<file path="src/rtl/apb_to_axil_bridge.sv">
// APB3 slave to AXI4-Lite master bridge: one outstanding transfer at a time,
// full-word writes, AXI responses mapped onto PSLVERR.
module apb_to_axil_bridge (
  input  logic        clk,
  input  logic        rst_n,
  input  logic        PSEL,
  input  logic        PENABLE,
  input  logic        PWRITE,
  input  logic [31:0] PADDR,
  input  logic [31:0] PWDATA,
  output logic [31:0] PRDATA,
  output logic        PREADY,
  output logic        PSLVERR,
  output logic [31:0] m_awaddr,
  output logic        m_awvalid,
  input  logic        m_awready,
  output logic [31:0] m_wdata,
  output logic        m_wvalid,
  input  logic        m_wready,
  input  logic [1:0]  m_bresp,
  input  logic        m_bvalid,
  output logic        m_bready,
  output logic [31:0] m_araddr,
  output logic        m_arvalid,
  input  logic        m_arready,
  input  logic [31:0] m_rdata,
  input  logic [1:0]  m_rresp,
  input  logic        m_rvalid,
  output logic        m_rready
);

  typedef enum logic [2:0] {
    IDLE,
    WR_REQ,
    WR_RESP,
    RD_REQ,
    RD_RESP,
    DONE
  } state_t;

  state_t state;
  state_t state_next;
  logic   aborted;
  logic   aborted_next;
  logic   setup;
  logic   complete;
  logic   unused_resp_lsb;

  // Only bit 1 of an AXI response distinguishes error from success.
  assign unused_resp_lsb = m_bresp[0] ^ m_rresp[0];

  always_comb begin
    state_next   = state;
    setup        = (state == IDLE) && PSEL && !PENABLE;
    aborted_next = 1'b0;
    // A master that drops PSEL mid-transfer gets no PREADY; the AXI side still drains.
    if (state != IDLE) aborted_next = aborted || !PSEL;
    case (state)
      IDLE:    if (setup) state_next = PWRITE ? WR_REQ : RD_REQ;
      WR_REQ:  if ((!m_awvalid || m_awready) && (!m_wvalid || m_wready)) state_next = WR_RESP;
      WR_RESP: if (m_bvalid && m_bready) state_next = DONE;
      RD_REQ:  if (m_arvalid && m_arready) state_next = RD_RESP;
      RD_RESP: if (m_rvalid && m_rready) state_next = DONE;
      DONE:    state_next = IDLE;
      default: state_next = IDLE;
    endcase
    complete = (state_next == DONE) && (state != DONE) && !aborted_next;
  end

  always_ff @(posedge clk or negedge rst_n) begin
    if (!rst_n) begin
      state     <= IDLE;
      aborted   <= 1'b0;
      m_awaddr  <= '0;
      m_araddr  <= '0;
      m_wdata   <= '0;
      m_awvalid <= 1'b0;
      m_wvalid  <= 1'b0;
      m_arvalid <= 1'b0;
      m_bready  <= 1'b0;
      m_rready  <= 1'b0;
      PREADY    <= 1'b0;
      PSLVERR   <= 1'b0;
      PRDATA    <= '0;
    end else begin
      state   <= state_next;
      aborted <= aborted_next;
      if (setup) begin
        m_awaddr <= PADDR;
        m_araddr <= PADDR;
        m_wdata  <= PWDATA;
      end
      // Each valid falls on its own handshake, so AW and W may complete in either order.
      m_awvalid <= (setup && PWRITE) || (m_awvalid && !m_awready);
      m_wvalid  <= (setup && PWRITE) || (m_wvalid && !m_wready);
      m_arvalid <= (setup && !PWRITE) || (m_arvalid && !m_arready);
      m_bready  <= (state_next == WR_RESP);
      m_rready  <= (state_next == RD_RESP);
      // APB completion outputs are loaded on the edge that enters DONE and cleared on the next.
      PREADY  <= complete;
      PSLVERR <= complete && ((state == WR_RESP) ? m_bresp[1] : m_rresp[1]);
      PRDATA  <= (complete && (state == RD_RESP)) ? m_rdata : '0;
    end
  end

endmodule

</file>
<file path="config.mk">
export PLATFORM = sky130hd
export DESIGN_NAME = apb_to_axil_bridge
export DESIGN_NICKNAME = d
export VERILOG_FILES = /design/src/rtl/apb_to_axil_bridge.sv
export SDC_FILE = /design/constraint.sdc
export NUM_CORES = 1
export LEC_CHECK = 0
export BUFFER_PORTS_ARGS = -buffer_cell sky130_fd_sc_hd__buf_2
export CORE_MARGIN = 2
export CORE_UTILIZATION = 25
export DETAILED_ROUTE_END_ITERATION = 10
export HOLD_SLACK_MARGIN = 0.12
export PLACE_DENSITY_LB_ADDON = 0.08
export REMOVE_ABC_BUFFERS = 1
export SYNTH_ARGS = -nofsm -noshare
export SYNTH_HDL_FRONTEND = slang
export SYNTH_SLANG_ARGS = --single-unit
</file>
<file path="constraint.sdc">
create_clock -name clk -period 2.5 [get_ports clk]
set_input_delay 0.5 -clock clk [delete_from_list [all_inputs] [get_ports clk]]
set_output_delay 0.5 -clock clk [all_outputs]
set_load 0.005 [all_outputs]
</file>
==> results.cfg <==
[die]
fp-row-count = 47
start_util_pct = 25.7
dieWidth_um = 135
io_pins = 245
dieArea_sq_um = 18200
core-area_sq_um = 16700
chipHeight_um = 135

[timing]
hold_viol_final = 0
slew_headroom_pct = 60.4
setup_viol = 0
period_needed_ns = 1.87
rsz0062_at_grt = no
fin_setup_tns_ns = 0
final-max-slew-violation-count = 0
whs_ns = 0.226
tightestPinTransition_ns = 0.594
max_freq_mhz = 536
min_period_over_period_pct = 74.7
finClkSkew_ns = 0.00434

[grt]
grt_max_degree = 108
grt_pass1_wl_um = 18500
grt_overflow_total = 0
grt_pass1_vias = 3525
antenna_found_initial = 3
grt_usage_pct = 13.0

[drt]
viasPerCell = 4.11
drt_pass1_iterations = 4
ant_nets = 0
wire_per_inst_um = 13.6
drc = 0
vias = 3636
postRouteWirelength_um = 12000
initialDrtViolationCount = 105

[synth]
synthXorXnorAreaFrac_pct = 0
synthCells = 457
synthDistinctLibCells = 25
synth_most_common_cell = nand2_1
synth-compound-area-share_pct = 0.934
synth_edf_count = 0
synthesis.area_sq_um = 4290
yosys_warnings = 0
seq_area_frac_synth_pct = 62.4
yosysTopAreaCell = dfrtp_1
avgSynthCellArea_sq_um = 9.38
synthSimpleGateAreaFrac_pct = 27.4
yosys.area.top_type_share_pct = 62.4
synth-seq-cells = 107
synthArstFlopShare_pct = 100
synth_top_family_by_area = simple AND/OR/NAND/NOR gates
ys_top_cells_by_count = nand2_1 (196), dfrtp_1 (107), nor2_1 (36)
synth_flop_cell = dfrtp_1
synthAdderAreaFrac_pct = 0
synthTopCellsByArea = dfrtp_1 (62%), nand2_1 (17%), buf_4 (5.6%)
synth.area.mux_share_pct = 0.233

[critical_path]
worstSetupEndpointType = register
arrival_ns = 2.12
rr_worst_depth = 5
cp.required_ns = 2.76
start_kind = register
crit_path_max_fanout = 35
rrSetupSlack_ns = 0.63
critical_path_class = register to register

[clock_tree]
cts_tree = done
cts.clk_slew.worst_paths_ns = 0.07
numCtsBuffers = 9
htree_levels = 3
hold_buffers = 0
cts.sinks = 107
worstSkewPairLatency_ns = 0.35
clk_path_buf_depth = 2
cts_setup_buffers = 0
cts_root_buf = clkbuf_16
cts_resized = 0

[power]
power_uw = 6270
ir_drop_mv = 0.401
power.leakage_uw = 0.00336
powerDensity_nw_per_um2 = 1070

[outcome]
outcome = finished, final reports clean

[place]
dp_hpwl_um = 8400
dp.cells = 870
routabilityCongestion = 0.712
portBuffers = 242

[min_path]
hp-class = primary input to asynchronous set/reset pin

[layout]
syn_to_final_growth_pct = 36.5
num_antenna_cells = 0
fillers = 1795
nets = 771
finish.utilization_pct = 35.0
drive_gt1_share_pct = 40.7
layout.cells.non_filler = 884

[job]
max_cap_violations = 0
## cells by family (layout without fill, tap and decap cells)
| logic type | count (synthesis) | in the layout |
|---|---|---|
| compound gates | 6 | 6 |
| mux | 1 | 1 |
| simple gates | 283 | 283 |
| flops | 107 | 107 |
| buf+inv | 60 | 267 |
## per-stage QoR
| stage | setup WS [ns] | instance area, sq um |
|---|---|---|
| final | 0.633 | 5850 |
| after detailed placement | 0.609 | 5510 |
| after CTS | 0.588 | 5850 |
| after global routing | 0.414 | 5850 |
| after floorplan | -0.0702 | 3920 |
| after global placement | 0.627 | 5510 |
## registers in the layout (all words and copies together) (netlist names)
name and flops:
m_bready 1, m_awvalid 1, PSLVERR 1, PREADY 1, m_wdata 32, aborted 1
state 3, m_wvalid 1, m_rready 1, m_arvalid 1, PRDATA 32, m_araddr 32
## worst paths after layout
check / to / from
worst max register to register: PSLVERR / state[0]
max in group asynchronous: PRDATA[8] / rst_n
worst min register to register: m_wdata[31] / m_wdata[31]
worst max-delay path: PSLVERR / state[0]
worst min-delay path: m_araddr[7] / rst_n
min in group clk: m_araddr[7] / PADDR[7]
## layer usage
metal,GRT usage (%),vias to the layer above,share of wire (%)
li1,-,1781,-
met1,16.2,1677,43
met2,20.4,165,45
met3,6.57,9,11
met4,2.95,4,0.73
met5,0,-,0.25
## final cells by class
class,instances,area (sq um),share of cell area [%]
clock buffers,10,239,4.08
clock inverters,4,98.8,1.69
well taps,220,275,4.70
flip-flops and latches,107,2680,45.8
multi-input cells,290,1240,21.2
inverters,3,11.3,0.192
repair buffers,250,1310,22.4
## layout by cell type (no fill, tap or decap), types with 3 or more instances in the layout
| master | instances |
|---|---|
| nand2_1 | 195 |
| nor2_1 | 36 |
| inv_1 | 3 |
| buf_4 | 6 |
| buf_12 | 3 |
| clkbuf_16 | 9 |
| buf_2 | 241 |
| nand2b_1 | 3 |
| bufinv_16 | 3 |
| dfrtp_1 | 107 |
| nand3_1 | 33 |
| nor2b_1 | 3 |
## power by group
part           total (uW)  switching (uW)  internal, uW
sequential           2590             323          2270
clock                1630             635          1000
combinational        2050            1140           905
total                6270            2100          4170
## worst max-delay path, cell delays in order (launching register included)
cell and delay (ns):
dfrtp_1 0.45, or3b_1 0.42, a2bb2oi_1 0.14, and4_1 0.21
buf_4 0.25, nor4_4 0.30
(Power assumes the default switching activity.)
